**src/rtl/ltc2333_conv_sequencer_if.sv**
```systemverilog
// Control and ADC-side signal bundle for ltc2333_conv_sequencer.
// master = register block / ADC side, slave = the sequencer.
interface ltc2333_conv_sequencer_if #(
  parameter int unsigned MAX_CH   = 8,
  parameter int unsigned CFG_BITS = 8
);
  logic                        start;
  logic                        stop;
  logic                        continuous;
  logic [15:0]                 n_conv;
  logic [15:0]                 period;
  logic [3:0]                  n_cfg;
  logic [MAX_CH*CFG_BITS-1:0]  cfg_list;
  logic                        busy;
  logic                        cnv;
  logic                        scki;
  logic                        sdi;
  logic                        frame_start;
  logic                        frame_done;
  logic [3:0]                  cfg_idx;
  logic                        running;
  logic                        done;
  logic                        overrun;

  modport master (
    output start, stop, continuous, n_conv, period, n_cfg, cfg_list, busy,
    input  cnv, scki, sdi, frame_start, frame_done, cfg_idx, running, done, overrun
  );

  modport slave (
    input  start, stop, continuous, n_conv, period, n_cfg, cfg_list, busy,
    output cnv, scki, sdi, frame_start, frame_done, cfg_idx, running, done, overrun
  );
endinterface

```
**src/rtl/ltc2333_conv_sequencer.sv**
```systemverilog
// LTC2333 bank sequencer: CNV pulse, conversion wait, SCKI/SDI readout frame carrying the next config word.
// Optional macro LTC2333_BUSY_WAIT_EN: conversion wait ends on BUSY low, TCONV becomes a timeout.
module ltc2333_conv_sequencer #(
  parameter int unsigned CNV_HIGH   = 4,
  parameter int unsigned TCONV      = 64,
  parameter int unsigned SCK_DIV    = 2,
  parameter int unsigned FRAME_BITS = 24,
  parameter int unsigned CFG_BITS   = 8,
  parameter int unsigned MAX_CH     = 8
) (
  input  logic                   clk,
  input  logic                   reset,
  ltc2333_conv_sequencer_if.slave bus
);
  localparam int unsigned CNT_W  = 16;
  localparam int unsigned IDX_W  = 4;
  localparam int unsigned BIT_W  = $clog2(FRAME_BITS + 1);
  localparam int unsigned DIV_W  = $clog2(2 * SCK_DIV);
  localparam int unsigned LIST_W = MAX_CH * CFG_BITS;

  typedef enum logic [2:0] {IDLE, CNV_HI, CONV_WAIT, SHIFT, GAP} state_t;

  state_t              r_state, w_state_nxt;
  logic [CNT_W-1:0]    r_pcnt, w_pcnt_nxt, w_pcnt_inc;
  logic [CNT_W-1:0]    r_count, w_count_nxt;
  logic [CNT_W-1:0]    r_n_conv, w_n_conv_nxt;
  logic [CNT_W-1:0]    r_period, w_period_nxt;
  logic [BIT_W-1:0]    r_bit, w_bit_nxt, w_nbit;
  logic [DIV_W-1:0]    r_div, w_div_nxt;
  logic [IDX_W-1:0]    r_next_idx, w_next_idx_nxt;
  logic [IDX_W-1:0]    r_cfg_idx, w_cfg_idx_nxt;
  logic [IDX_W-1:0]    r_ncfg_last, w_ncfg_last_nxt, w_ncfg_last_in;
  logic [LIST_W-1:0]   r_cfg_list, w_cfg_list_nxt;
  logic [CFG_BITS-1:0] w_cfg_word;
  logic                r_cont, w_cont_nxt;
  logic                r_stop_seen, w_stop_seen_nxt;
  logic                r_cnv, w_cnv_nxt;
  logic                r_scki, w_scki_nxt;
  logic                r_sdi, w_sdi_nxt, w_sdi_next;
  logic                r_frame_start, w_frame_start_nxt;
  logic                r_frame_done, w_frame_done_nxt;
  logic                r_running, w_running_nxt;
  logic                r_done, w_done_nxt;
  logic                r_overrun, w_overrun_nxt;

`ifndef LTC2333_BUSY_WAIT_EN
  logic w_unused_busy;
  assign w_unused_busy = bus.busy;
`endif

  assign w_pcnt_inc = (r_pcnt == {CNT_W{1'b1}}) ? r_pcnt : r_pcnt + CNT_W'(1);
  assign w_nbit     = r_bit + BIT_W'(1);

  // Config word for the next conversion and the SDI bit that follows the current one
  always_comb begin
    w_cfg_word = '0;
    for (int k = 0; k < int'(MAX_CH); k++)
      if (r_next_idx == IDX_W'(k)) w_cfg_word = r_cfg_list[k*CFG_BITS +: CFG_BITS];
    w_sdi_next = 1'b0;
    for (int k = 0; k < int'(CFG_BITS); k++)
      if (w_nbit == BIT_W'(k)) w_sdi_next = w_cfg_word[CFG_BITS-1-k];
  end

  // n_cfg of 0 behaves as 1; anything above MAX_CH is clamped
  always_comb begin
    if (bus.n_cfg == '0)                  w_ncfg_last_in = '0;
    else if (32'(bus.n_cfg) > MAX_CH)     w_ncfg_last_in = IDX_W'(MAX_CH - 1);
    else                                  w_ncfg_last_in = bus.n_cfg - IDX_W'(1);
  end

  always_ff @(posedge clk) begin
    if (reset) r_state <= IDLE;
    else       r_state <= w_state_nxt;
  end

  always_comb begin
    w_state_nxt       = r_state;
    w_pcnt_nxt        = r_pcnt;
    w_count_nxt       = r_count;
    w_n_conv_nxt      = r_n_conv;
    w_period_nxt      = r_period;
    w_bit_nxt         = r_bit;
    w_div_nxt         = r_div;
    w_next_idx_nxt    = r_next_idx;
    w_cfg_idx_nxt     = r_cfg_idx;
    w_ncfg_last_nxt   = r_ncfg_last;
    w_cfg_list_nxt    = r_cfg_list;
    w_cont_nxt        = r_cont;
    w_stop_seen_nxt   = r_stop_seen;
    w_cnv_nxt         = r_cnv;
    w_scki_nxt        = r_scki;
    w_sdi_nxt         = r_sdi;
    w_running_nxt     = r_running;
    w_overrun_nxt     = r_overrun;
    w_frame_start_nxt = 1'b0;
    w_frame_done_nxt  = 1'b0;
    w_done_nxt        = 1'b0;

    if (r_state != IDLE && bus.stop) w_stop_seen_nxt = 1'b1;

    case (r_state)
      IDLE: begin
        if (bus.start) begin
          w_overrun_nxt   = 1'b0;
          w_count_nxt     = '0;
          w_stop_seen_nxt = 1'b0;
          w_next_idx_nxt  = '0;
          w_cfg_idx_nxt   = '0;
          w_n_conv_nxt    = bus.n_conv;
          w_period_nxt    = bus.period;
          w_cont_nxt      = bus.continuous;
          w_cfg_list_nxt  = bus.cfg_list;
          w_ncfg_last_nxt = w_ncfg_last_in;
          if (bus.n_conv == '0 && !bus.continuous) begin
            w_done_nxt = 1'b1;
          end else begin
            w_running_nxt = 1'b1;
            w_cnv_nxt     = 1'b1;
            w_pcnt_nxt    = '0;
            w_state_nxt   = CNV_HI;
          end
        end
      end
      CNV_HI: begin
        w_pcnt_nxt = w_pcnt_inc;
        if (r_pcnt >= CNT_W'(CNV_HIGH - 1)) begin
          w_state_nxt = CONV_WAIT;
          w_cnv_nxt   = 1'b0;
          w_sdi_nxt   = w_cfg_word[CFG_BITS-1];
        end
      end
      CONV_WAIT: begin
        w_pcnt_nxt = w_pcnt_inc;
`ifdef LTC2333_BUSY_WAIT_EN
        if (!bus.busy) begin
          w_state_nxt = SHIFT;
        end else if (r_pcnt >= CNT_W'(TCONV - 1)) begin
          w_state_nxt   = SHIFT;
          w_overrun_nxt = 1'b1;
        end
`else
        if (r_pcnt >= CNT_W'(TCONV - 1)) w_state_nxt = SHIFT;
`endif
        if (w_state_nxt == SHIFT) begin
          w_scki_nxt        = 1'b1;
          w_frame_start_nxt = 1'b1;
          w_bit_nxt         = '0;
          w_div_nxt         = '0;
        end
      end
      SHIFT: begin
        w_pcnt_nxt = w_pcnt_inc;
        if (r_div == DIV_W'(2 * SCK_DIV - 1)) begin
          w_div_nxt = '0;
          if (r_bit == BIT_W'(FRAME_BITS - 1)) begin
            w_state_nxt      = GAP;
            w_frame_done_nxt = 1'b1;
            w_count_nxt      = r_count + CNT_W'(1);
            w_cfg_idx_nxt    = r_next_idx;
            w_next_idx_nxt   = (r_next_idx >= r_ncfg_last) ? '0 : r_next_idx + IDX_W'(1);
          end else begin
            w_bit_nxt  = w_nbit;
            w_scki_nxt = 1'b1;
          end
        end else begin
          w_div_nxt = r_div + DIV_W'(1);
          // SDI moves on the falling edge so it is stable around the next rise
          if (r_div == DIV_W'(SCK_DIV - 1)) begin
            w_scki_nxt = 1'b0;
            w_sdi_nxt  = w_sdi_next;
          end
        end
      end
      GAP: begin
        w_pcnt_nxt = w_pcnt_inc;
        if (r_stop_seen || bus.stop || (!r_cont && r_count == r_n_conv)) begin
          w_state_nxt   = IDLE;
          w_done_nxt    = 1'b1;
          w_running_nxt = 1'b0;
        end else if (({1'b0, r_pcnt} + 17'd1) >= {1'b0, r_period}) begin
          // Period already used up by the frame: stretch, never truncate
          if (r_pcnt >= r_period) w_overrun_nxt = 1'b1;
          w_state_nxt = CNV_HI;
          w_cnv_nxt   = 1'b1;
          w_pcnt_nxt  = '0;
        end
      end
      default: w_state_nxt = IDLE;
    endcase
  end

  always_ff @(posedge clk) begin
    if (reset) begin
      r_pcnt        <= '0;
      r_count       <= '0;
      r_n_conv      <= '0;
      r_period      <= '0;
      r_bit         <= '0;
      r_div         <= '0;
      r_next_idx    <= '0;
      r_cfg_idx     <= '0;
      r_ncfg_last   <= '0;
      r_cfg_list    <= '0;
      r_cont        <= 1'b0;
      r_stop_seen   <= 1'b0;
      r_cnv         <= 1'b0;
      r_scki        <= 1'b0;
      r_sdi         <= 1'b0;
      r_frame_start <= 1'b0;
      r_frame_done  <= 1'b0;
      r_running     <= 1'b0;
      r_done        <= 1'b0;
      r_overrun     <= 1'b0;
    end else begin
      r_pcnt        <= w_pcnt_nxt;
      r_count       <= w_count_nxt;
      r_n_conv      <= w_n_conv_nxt;
      r_period      <= w_period_nxt;
      r_bit         <= w_bit_nxt;
      r_div         <= w_div_nxt;
      r_next_idx    <= w_next_idx_nxt;
      r_cfg_idx     <= w_cfg_idx_nxt;
      r_ncfg_last   <= w_ncfg_last_nxt;
      r_cfg_list    <= w_cfg_list_nxt;
      r_cont        <= w_cont_nxt;
      r_stop_seen   <= w_stop_seen_nxt;
      r_cnv         <= w_cnv_nxt;
      r_scki        <= w_scki_nxt;
      r_sdi         <= w_sdi_nxt;
      r_frame_start <= w_frame_start_nxt;
      r_frame_done  <= w_frame_done_nxt;
      r_running     <= w_running_nxt;
      r_done        <= w_done_nxt;
      r_overrun     <= w_overrun_nxt;
    end
  end

  assign bus.cnv         = r_cnv;
  assign bus.scki        = r_scki;
  assign bus.sdi         = r_sdi;
  assign bus.frame_start = r_frame_start;
  assign bus.frame_done  = r_frame_done;
  assign bus.cfg_idx     = r_cfg_idx;
  assign bus.running     = r_running;
  assign bus.done        = r_done;
  assign bus.overrun     = r_overrun;
endmodule
```
**src/flat_wrapper.sv**
```systemverilog
// flat-port wrapper written by rule: the top's interface ports become plain ports
module ltc2333_conv_sequencer_flat 
#(
  parameter int unsigned CNV_HIGH   = 4,
  parameter int unsigned TCONV      = 64,
  parameter int unsigned SCK_DIV    = 2,
  parameter int unsigned FRAME_BITS = 24,
  parameter int unsigned CFG_BITS   = 8,
  parameter int unsigned MAX_CH     = 8
)
  (clk, reset, bus_start, bus_stop, bus_continuous, bus_n_conv, bus_period, bus_n_cfg, bus_cfg_list, bus_busy, bus_cnv, bus_scki, bus_sdi, bus_frame_start, bus_frame_done, bus_cfg_idx, bus_running, bus_done, bus_overrun);
  ltc2333_conv_sequencer_if #(.MAX_CH(MAX_CH), .CFG_BITS(CFG_BITS)) bus_i ();
  input  logic clk;
  input  logic reset;
  input wire logic [$bits(bus_i.start)-1:0] bus_start;
  input wire logic [$bits(bus_i.stop)-1:0] bus_stop;
  input wire logic [$bits(bus_i.continuous)-1:0] bus_continuous;
  input wire logic [$bits(bus_i.n_conv)-1:0] bus_n_conv;
  input wire logic [$bits(bus_i.period)-1:0] bus_period;
  input wire logic [$bits(bus_i.n_cfg)-1:0] bus_n_cfg;
  input wire logic [$bits(bus_i.cfg_list)-1:0] bus_cfg_list;
  input wire logic [$bits(bus_i.busy)-1:0] bus_busy;
  output wire logic [$bits(bus_i.cnv)-1:0] bus_cnv;
  output wire logic [$bits(bus_i.scki)-1:0] bus_scki;
  output wire logic [$bits(bus_i.sdi)-1:0] bus_sdi;
  output wire logic [$bits(bus_i.frame_start)-1:0] bus_frame_start;
  output wire logic [$bits(bus_i.frame_done)-1:0] bus_frame_done;
  output wire logic [$bits(bus_i.cfg_idx)-1:0] bus_cfg_idx;
  output wire logic [$bits(bus_i.running)-1:0] bus_running;
  output wire logic [$bits(bus_i.done)-1:0] bus_done;
  output wire logic [$bits(bus_i.overrun)-1:0] bus_overrun;
  assign bus_i.start = bus_start;
  assign bus_i.stop = bus_stop;
  assign bus_i.continuous = bus_continuous;
  assign bus_i.n_conv = bus_n_conv;
  assign bus_i.period = bus_period;
  assign bus_i.n_cfg = bus_n_cfg;
  assign bus_i.cfg_list = bus_cfg_list;
  assign bus_i.busy = bus_busy;
  assign bus_cnv = bus_i.cnv;
  assign bus_scki = bus_i.scki;
  assign bus_sdi = bus_i.sdi;
  assign bus_frame_start = bus_i.frame_start;
  assign bus_frame_done = bus_i.frame_done;
  assign bus_cfg_idx = bus_i.cfg_idx;
  assign bus_running = bus_i.running;
  assign bus_done = bus_i.done;
  assign bus_overrun = bus_i.overrun;
  ltc2333_conv_sequencer #(.CNV_HIGH(CNV_HIGH), .TCONV(TCONV), .SCK_DIV(SCK_DIV), .FRAME_BITS(FRAME_BITS), .CFG_BITS(CFG_BITS), .MAX_CH(MAX_CH)) u_core (.clk(clk), .reset(reset), .bus(bus_i));
endmodule
```
**config.mk**
```make
export PLATFORM = sky130hd
export DESIGN_NAME = ltc2333_conv_sequencer_flat
export DESIGN_NICKNAME = d
export VERILOG_FILES = /design/src/rtl/ltc2333_conv_sequencer_if.sv /design/src/rtl/ltc2333_conv_sequencer.sv /design/src/flat_wrapper.sv
export SDC_FILE = /design/constraint.sdc
export NUM_CORES = 1
export LEC_CHECK = 0
export ABC_CLOCK_PERIOD_IN_PS = 9300
export BUFFER_PORTS_ARGS = -buffer_cell sky130_fd_sc_hd__buf_2
export CAP_MARGIN = 20
export CORE_MARGIN = 4
export CORE_UTILIZATION = 62
export CTS_CLUSTER_DIAMETER = 80
export DETAILED_ROUTE_END_ITERATION = 10
export GPL_TIMING_DRIVEN = 0
export PLACE_DENSITY = 0.85
export SYNTH_ARGS = -nofsm -noshare
export SYNTH_HDL_FRONTEND = slang
export SYNTH_SLANG_ARGS = --single-unit
```
**constraint.sdc**
```tcl
create_clock -name clk -period 9.3 [get_ports clk]
set_input_delay 0.93 -clock clk [delete_from_list [all_inputs] [get_ports clk]]
set_output_delay 0.93 -clock clk [all_outputs]
set_load 0.02 [all_outputs]
```
==> run metrics, run 1 <==
status completed; Final Max Tran Viols 0; initial antenna violation count 0; Synth Area in Compound Gates between 20% and 30%; die height between 100 and 150 um; switching share of power roughly 34%; DRT Pass-1 Iters 6; ys flop type dfxtp_1; Max Buffers Root-to-Sink 2; Worst Max-Slew Pin Slew 0.895 ns; initial DRC count ~1.0k; Logic pwr share around a quarter; port buffer count between 100 and 150; worst hold-check path type reg2reg; Synth top area share between 30 and 40%; final setup fails 0; Initial Util 63.8%; WS Path Type reg2reg; worst endpoint required time 9.59 ns; Unique masters post-synth 63; total wire length 24,000 um; syn nets roughly 1.3k; Synth area leaders dfxtp_1 (38%), nand2_1 (12%), a21oi_1 (9.4%), ha_1 (7.4%), nor2_1 (3.1%); async set-or-reset flop fraction in the synthesized netlist 0%; Num CTS Buffers 17; Hold Fails Final Rpt 0; largest family of logic cells by synthesized area simple AND/OR/NAND/NOR gates; Clk pin slew, worst setup/hold paths 0.06 ns; Syn-to-layout area delta 15.9%; largest area contributor in the netlist dfxtp_1; syn avg cell area 7.53 sq um; Post-Synth XOR/XNOR Area 4.54%; clk_skew 0.00965 ns; final routed DRC violation total 0; period utilization 44.1%; yosys warns 0; total grt overflow 0; Post-Synth Adder-Cell Area 7.49%; number of synthesized flops with an enable pin 0; clk_lat worst skew 0.43 ns; fin nets 1,417; most frequent cell after synthesis nand2_1; per-cell routed wire length between 15 and 20 um; gpl congestion about 0.94; CP startpoint u_core.r_pcnt[0]; Post-CTS Repair Setup Buffers 0; Antenna Nets Post-Route 0; Post-Synthesis Cell Area roughly 8500 sq um; top cells by instance count after synthesis nand2_1 (262), dfxtp_1 (160), a21oi_1 (159); Clock power frac 32.8%; maximum resistive drop on vdd 0.137 mV; mux share of post-synthesis cell area 0.251%; Sink Count 160; die width 125 um; pin count of the biggest net entering global routing 17; Psw around 0.69 mW; Max-Slew Margin vs Limit between 40 and 50%; core area 13,300 sq um; crit path max fanout 10; Die Area 15,600 sq um; PwrDens 206 nW/um^2; # H-tree levels 4; I/O pins 118; RSZ-0062 raised after global routing false; Root Driver clkbuf_16; Leak 3.94 nW; synthesized flop and latch total 160; CTS Hold Bufs 0; Tmin final 4.11 ns; routed via count 8,537; startpoint class of the critical path register; layout cells sized above 1 12.7%; worst hold margin 0.453 ns; CTS tree built; std cell rows 42; CTS resizes 0; first-pass GRT wire length 39,200 um; worst r2r src u_core.r_pcnt[0]; TNS Setup 0 ns; Worst Setup End Kind register; design internal power 1.34 mW; Seq pwr share a little over 40%; diodes inserted 0; GRT Total Usage 30.3%; detail-routed via count per cell 5.90; sequential area share after synthesis 37.8%; vias in the first global route 7,922; Post-DP HPWL 17,600 um; simple-gate share of the synthesized area around 24%; Max-cap violations 0; Post-Synthesis Cells between 1k and 1.5k; top achievable clock speed 244 MHz; arrival time at the worst endpoint 4.40 ns; hold wc startpoint u_core.r_cfg_list[45]
## layout by cell type, fill, tap and decap left out, types with 12 or more instances in the layout
| cell | netlist | final |
|---|---|---|
| nor3_1 | 20 | 20 |
| clkbuf_16 | 0 | 17 |
| a31oi_1 | 14 | 14 |
| ha_1 | 50 | 50 |
| clkbuf_1 | 56 | 58 |
| dfxtp_1 | 160 | 160 |
| buf_2 | 3 | 119 |
| nand3_1 | 33 | 33 |
| xor2_1 | 20 | 20 |
| nand2b_1 | 12 | 12 |
| o21ai_0 | 35 | 35 |
| xnor2_1 | 24 | 24 |
| inv_1 | 46 | 46 |
| a21oi_1 | 159 | 159 |
| nand2_1 | 262 | 262 |
| nor2_1 | 69 | 69 |
## per-layer routing
layer	track usage [%]	share of wire (%)	vias up	wire length, um
met5	0	0	-	0
met4	8.55	2.0	0	488
met2	47.1	44	404	10600
met1	43.0	44	3921	10700
li1	-	-	4152	-
met3	6.14	9.5	60	2290
## cells by family after synthesis
| group | Yosys count |
|---|---|
| AOI/OAI and AO/OA | 291 |
| xor gates and xnor gates | 44 |
| adders and majority gates | 51 |
| buffers and inverters | 112 |
| DFF | 160 |
| muxes | 2 |
| and+or+nand+nor | 466 |
## final timing paths
kind                                end  slack, ns  cells past startpoint
hold / removal    u_core.r_cfg_list[45]       0.45                      2
setup reg to reg       u_core.r_pcnt[2]       5.19                     15
setup / recovery       u_core.r_pcnt[2]       5.19                     15
hold reg to reg   u_core.r_cfg_list[45]       0.45                      2
## cell type report
class                   instances  area, sq um
plain buffers                  66          259
clock buffers                  21          460
well taps                     176          220
repair buffers                116          581
flip-flops and latches        160         3200
clock inverters                 9         85.1
inverters                      46          173
multi-input cells             854         4850
fillers                      1106         3470
## state kept, by name, indices dropped and copies added (netlist names), 2 cells and up
signal and count:
u_core.bus.cfg_idx 4, u_core.r_bit 5, u_core.r_cfg_list 64, u_core.r_count 16, u_core.r_div 2, u_core.r_n_conv 16, u_core.r_ncfg_last 4, u_core.r_next_idx 4
u_core.r_pcnt 16, u_core.r_period 16, u_core.r_state 3
## metrics by stage
stage          util, %  power, mW  area, sq um  std cells  setup WS, ns
2_1_floorplan        -       1.19         8480       1126          5.93
3_3_place_gp      69.8       1.34         9280       1418          5.41
3_5_place_dp      69.8       1.36         9280       1418          5.32
4_1_cts           73.9       2.01         9830       1448          5.26
5_1_grt           73.9       2.12         9830       1448          4.98
6_report          73.9       2.02         9830       1448          5.19
## power by group through the flow
stage                     logic, mW  registers, mW  clock network, mW
after floorplan               0.358          0.830                  0
after global placement        0.497          0.844                  0
after detailed placement      0.510          0.846                  0
after CTS                     0.514          0.833              0.666
after global routing          0.586          0.843              0.690
final                         0.521          0.836              0.664
## critical path: stages (launching register included)
cell and delay, ns:
dfxtp_1 0.44, ha_1 0.33, nand3_2 0.14, or4_4 0.50
buf_6 0.15, nor2_1 0.12, xnor2_1 0.09, ha_1 0.32
nand4_1 0.14, nor3_1 0.39, o21ai_0 0.18, a31oi_1 0.45
o21ai_4 0.17, buf_2 0.23, a22oi_1 0.18, o21ai_0 0.15
No activity file was read; power rests on OpenSTA's default activity.
==> inputs of run 2 (changes only) <==
- ABC_AREA: default -> 1
- ABC_CLOCK_PERIOD_IN_PS: 9300 -> 3600
- CORE_UTILIZATION: 62 -> 52
- PLACE_DENSITY: 0.85 -> 0.76
- clock period: 9.3 -> 3.6 ns (I/O delays scaled with it)
==> run 2 against run 1 <==
Against the previous run: sequential power grew to 2.6 times the previous value; synthesized cell count shrank 4.1%; flip-flop and latch count is the same; die area grew 14%; non-clock buffer count shrank 17; hold slack lost 0.33 ns; first-iteration DRC count shrank 32%; critical path type unchanged.
==> run metrics, run 2 <==
status completed; CTS tree built; total grt overflow 0 (unchanged); initial antenna violation count 0 (unchanged); largest area contributor in the netlist dfxtp_1; dpl cells 1,406 (-0.85%); arrival time at the worst endpoint 3.91 ns (-0.49 ns); final instance area 9980 sq um (+1.6%); per-cell routed wire length 15.6 um (-5.5%); period utilization 98.8% (+55 points); die width 134 um (+6.8%); yosys warns 0 (unchanged); routed via count 7,847 (-8.1%); WS Path Type reg2reg; fin nets 1,387 (-2.1%); first-pass GRT wire length 35,500 um (-9.4%); crit path max fanout 8 (-2); GRT Total Usage 24.8% (-5.5 points); total wire length 22,800 um (-5.1%); final setup fails 0 (unchanged); maximum resistive drop on vdd 0.376 mV (+170%); Logic pwr share 26.6% (+0.8 points); PwrDens 553 nW/um^2 (+170%); Max-Slew Margin vs Limit 46.9% (+6.5 points); commonest cells after routing, fill and taps aside nand2_1 (197), dfxtp_1 (157), inv_1 (148), buf_2 (119), o21ai_0 (88); Worst Max-Slew Pin Slew 0.794 ns (-0.101 ns); Post-DP HPWL 16,600 um (-6.0%); sequential area share after synthesis 39.1% (+1.3 points); clk_skew 0.00724 ns (-0.00241 ns); post-place setup slack -0.310 ns (-5.63 ns); non-filler instance count after layout 1,455 (+0.48%); power consumption 5.52 mW (+170%); syn avg cell area 7.58 sq um (+0.69%); diodes inserted 0 (unchanged); Num CTS Buffers 17 (unchanged); max FFs per register 64 (unchanged); design internal power 3.73 mW (+180%); vias in the first global route 7,260 (-8.4%); core area 15,300 sq um (+15%); initial DRC count 693 (-32%); Filler cells 1,314 (+19%); syn nets 1,236 (-3.6%); worst endpoint required time 3.96 ns (-5.63 ns); top cells by instance count after synthesis nand2_1 (202), dfxtp_1 (160), inv_1 (151); synthesized flop and latch total 160 (unchanged); Max Buffers Root-to-Sink 2 (unchanged); number of synthesized flops with an enable pin 0 (unchanged); worst hold-check path type in2reg; switching share of power 32.5% (-1.4 points); clk_lat worst skew 0.43 ns (about the same); Max-cap violations 0 (unchanged); most common cell after layout, fill and taps aside nand2_1; Antenna Nets Post-Route 0 (unchanged); Worst Setup End Kind register; Root Driver clkbuf_16; detail-routed via count per cell 5.39 (-8.5%); Sink Count 160 (unchanged); Tmin final 3.56 ns (-0.549 ns); Synth top area share 39.1% (+1.3 points); Clock power frac 34.4% (+1.6 points); worst r2r src u_core.r_pcnt[0]; most frequent cell after synthesis nand2_1; async set-or-reset flop fraction in the synthesized netlist 0% (unchanged); # H-tree levels 4 (unchanged); gpl congestion 0.922 (-2.2%); Area after DPL 9030 sq um (-2.7%); final worst setup slack 0.0439 ns (-5.15 ns); final routed DRC violation total 0 (unchanged); Psw 1.80 mW (+160%); I/O pins 118 (unchanged); Synth area leaders dfxtp_1 (39%), nand2_1 (9.3%), ha_1 (7.6%), inv_1 (6.9%), o21ai_0 (5.4%); pin count of the biggest net entering global routing 17 (unchanged); layout cells sized above 1 19.1% (+6.5 points); Die Area 17,800 sq um (+14%); CTS Hold Bufs 0 (unchanged); Most flops, register u_core.r_cfg_list; CP startpoint u_core.r_pcnt[0]; Post-Synthesis Cells 1,080 (-4.1%); top achievable clock speed 281 MHz (+15%); hold wc startpoint bus_cfg_list[20]; Initial Util 53.5% (-10 points); Post-Synthesis Cell Area 8190 sq um (-3.4%); DRT Pass-1 Iters 5 (-1); std cell rows 45 (+7.1%); Leak 4.47 nW (+14%); ys flop type dfxtp_1; RSZ-0062 raised after global routing true; Syn-to-layout area delta 21.9%; port buffer count 115 (-0.86%); startpoint class of the critical path register; Hold Fails Final Rpt 0 (unchanged); Clk pin slew, worst setup/hold paths 0.06 ns (about the same); Unique masters post-synth 50 (-21%); worst hold margin 0.126 ns (-0.327 ns); die height 134 um (+6.8%); Seq pwr share 39.0% (-2.4 points); Final Max Tran Viols 0 (unchanged)
## run 2: layout make-up
| type | count | area, sq um | area share [%] |
|---|---|---|---|
| plain buffers | 33 | 139 | 1.39 |
| well taps | 211 | 264 | 2.65 |
| multi-input cells | 725 | 4420 | 44.3 |
| flip-flops and latches | 160 | 3210 | 32.2 |
| clock inverters | 9 | 130 | 1.30 |
| repair buffers | 132 | 711 | 7.12 |
| clock buffers | 23 | 488 | 4.89 |
| inverters | 162 | 611 | 6.12 |
## run 2: final timing paths
check,end,slack [ns],cells after the start
min,u_core.r_cfg_list[20],0.13,3
max reg2reg,u_core.r_pcnt[13],0.04,23
min reg2reg,u_core.r_cfg_list[42],0.45,2
max,u_core.r_pcnt[13],0.04,23
## run 2: critical path: stages (launching register included)
cell and delay (ns):
dfxtp_4 0.39, inv_4 0.05, nor3_4 0.19, inv_2 0.07, nor3_4 0.13, and3_4 0.22, nand2_4 0.06, nor3_4 0.15
nand3_2 0.11, buf_6 0.13, buf_4 0.12, xor2_1 0.12, inv_1 0.09, ha_4 0.16, a21oi_1 0.19, o211ai_1 0.12
a21oi_1 0.23, o2111ai_2 0.18, nand2_2 0.12, nand2_2 0.08, o21ai_4 0.15, buf_6 0.18, o21ai_0 0.10, a21oi_1 0.15
## run 2: power groups by stage
stage	sequential (mW)	clock, mW	combinational, mW
3_3_place_gp	2.18	0	1.29
4_1_cts	2.15	1.90	1.42
6_report	2.16	1.90	1.47
5_1_grt	2.18	1.98	1.63
2_1_floorplan	2.15	0	0.914
3_5_place_dp	2.18	0	1.32
## run 2: per-stage QoR
stage | util [%] | setup TNS (ns)
global route | 65.2 | -1.02
floorplan | - | 0
global placement | 59.0 | -2.50
detailed placement | 59.0 | -3.69
CTS | 64.2 | 0
finish | 65.2 | 0
## run 2: cells by family after synthesis
family	after synthesis	share of synthesized area (%)
adder cells (fa/ha/maj)	50	7.64
buffers and inverters	195	9.12
AND/OR/NAND/NOR	393	22.6
XOR/XNOR	22	2.35
flip-flops	160	39.1
AO/OA/AOI/OAI	260	19.2
## run 2: metal layers
layer	GRT usage [%]	vias up	share of wire, %
met5	0	-	0
met4	8.23	0	2.1
li1	-	3935	-
met3	5.25	40	6.9
met2	40.5	270	46
met1	32.8	3602	45
## run 2: timing repair
| item | CTS | global route |
|---|---|---|
| gates cloned | 1 | 0 |
| hold endpoints to repair | 0 | 0 |
| pin swaps | 6 | 17 |
| gates resized for setup | 24 | 22 |
| setup endpoints to repair | 21 | 21 |
| setup buffers | 9 | 7 |
==> inputs of run 3 (changes only) <==
- ABC_AREA: 1 -> default
- MAX_ROUTING_LAYER: default -> met4
==> run 3 against run 2 <==
Against the previous run: utilization decreased by 1.4 points; hold slack improved by 0.031 ns; critical path depth shrank 9; clock power rose by 9%; via count is 9.0% higher; clock skew up 0.0031 ns; final area is 1.9% higher; maximum frequency up 1.6%; largest cell class unchanged; highest routed layer unchanged.
==> run metrics, run 3 (same netlist as run 1, synthesis figures left out) <==
first-pass GRT wire length 39,300 um (+11%); Clk pin slew, worst setup/hold paths 0.07 ns (about the same); total wire length 24,700 um (+8.6%); commonest cells after routing, fill and taps aside nand2_1 (261), a21oi_1 (159), dfxtp_1 (157), buf_2 (117), nor2_1 (68); final instance area 10,200 sq um (+1.9%); clk_skew 0.0104 ns (+0.00313 ns); layout cells sized above 1 14.5% (-4.7 points); Hold Path Depth 3 (unchanged); PwrDens 560 nW/um^2 (+1.2%); Die Area 18,400 sq um (+3.3%); Initial Util 53.2% (-0.29 points); Met3 Wirelength 1970 um (+25%); Logic pwr share 25.5% (-1.1 points); WS Path Type reg2reg; M1 WL 11,400 um (+11%); Max Buffers Root-to-Sink 2 (unchanged); arrival time at the worst endpoint 3.82 ns (-0.09 ns); total grt overflow 0 (unchanged); most common cell after layout, fill and taps aside nand2_1; Seq pwr share 38.0% (-1.0 points); per-cell routed wire length 16.5 um (+5.6%); detail-routed via count per cell 5.72 (+6.0%); initial antenna violation count 0 (unchanged); Tmin final 3.50 ns (-0.0555 ns); Sink Count 160 (unchanged); worst hold-check path type in2reg; Clock power frac 36.5% (+2.1 points); vias in the first global route 7,835 (+7.9%); Num CTS Buffers 17 (unchanged); Final Max Tran Viols 0 (unchanged); cells on worst reg2reg path 14 (-39%); crit path max fanout 8 (unchanged); switching share of power 32.2% (-0.34 points); period utilization 97.2% (-1.5 points); die width 136 um (+1.7%); top routing layer used met4; Syn-to-layout area delta 19.9%; fin nets 1,423 (+2.6%); Antenna Nets Post-Route 0 (unchanged); final setup fails 0 (unchanged); Post-DP HPWL 18,200 um (+10%); status completed; power consumption 5.70 mW (+3.1%); wire length on met2 10,900 um (+5.0%); DRT Pass-1 Iters 5 (unchanged); pin count of the biggest net entering global routing 17 (unchanged); gpl congestion 0.966 (+4.8%); routed via count 8,550 (+9.0%); # H-tree levels 4 (unchanged); CTS Hold Bufs 0 (unchanged); fin util 63.8% (-1.4 points); core area 15,900 sq um (+4.1%); Hold Fails Final Rpt 0 (unchanged); design internal power 3.86 mW (+3.6%); Psw 1.83 mW (+2.1%); Worst Max-Slew Pin Slew 0.785 ns (-0.00890 ns); Area after DPL 9330 sq um (+3.3%); worst endpoint required time 3.92 ns (-0.04 ns); initial DRC count 741 (+6.9%); die height 136 um (+1.7%); Most flops, register u_core.r_cfg_list; Root Driver clkbuf_16; clk_lat worst skew 0.43 ns (about the same); top achievable clock speed 286 MHz (+1.6%); startpoint class of the critical path register; Leak 4.08 nW (-8.8%); final routed DRC violation total 0 (unchanged); diodes inserted 0 (unchanged); Max-Slew Margin vs Limit 47.7% (+0.79 points); max FFs per register 64 (unchanged); port buffer count 116 (+0.87%); GRT Total Usage 27.4% (+2.6 points); std cell rows 46 (+2.2%); I/O pins 118 (unchanged); Max-cap violations 0 (unchanged); Worst Setup End Kind register; CTS tree built; maximum resistive drop on vdd 0.361 mV (-3.9%)
run 3: critical path: stages, from the launching register on:
cell and delay (ns):
dfxtp_4 0.39, ha_4 0.16, nand3_2 0.11, or4_4 0.49, buf_6 0.16, nor2_1 0.13, xnor2_1 0.09, ha_1 0.33
nand4_1 0.22, nor3_4 0.35, o21ai_2 0.12, a31oi_4 0.24, o21ai_4 0.12, and3_4 0.22, mux2_2 0.25
run 3: timing repair:
item,4_1_cts,5_1_grt
cloned,0,1
setup buffers,4,2
resized for setup,6,25
pin swaps,3,10
setup endpoints to repair,20,20
hold endpoints to repair,0,0
run 3: layout make-up:
cell class / instances / area, sq um
inverter: 46 / 173
fill: 1455 / 5780
clock buffer: 19 / 443
sequential: 160 / 3210
buffer: 65 / 264
clock inverter: 13 / 229
tap: 216 / 270
timing repair buffer: 123 / 637
multi-input combinational: 854 / 4940
run 3: per-stage QoR:
step	setup TNS, ns	setup slack (ns)	cells	hold slack, ns
floorplan	0	0.229	1126	0.431
global placement	-4.89	-0.388	1458	0.438
global route	-0.206	-0.0430	1496	0.160
CTS	0	0.0366	1494	0.150
finish	0	0.0994	1496	0.157
detailed placement	-5.09	-0.399	1458	0.446
run 3: path summary, 6_finish.rpt:
path                                          from  slack [ns]                     to
worst max-delay path              u_core.r_pcnt[0]         0.1       u_core.r_pcnt[0]
worst min-delay path              bus_cfg_list[39]        0.16  u_core.r_cfg_list[39]
worst max register to register    u_core.r_pcnt[0]         0.1       u_core.r_pcnt[0]
worst min register to register  u_core.r_period[1]        0.45     u_core.r_period[1]
run 3: power groups by stage:
stage,Combinational [mW],Sequential (mW),Clock [mW]
after floorplan,0.925,2.14,0
after global placement,1.30,2.19,0
after detailed placement,1.33,2.19,0
after CTS,1.38,2.16,2.09
after global routing,1.62,2.19,2.17
final,1.45,2.16,2.08
run 3: per-layer routing:
layer	vias up	global-route usage (%)
met5	-	-
met4	0	7.05
met3	41	5.61
met2	354	40.7
met1	3980	38.3
li1	4175	-
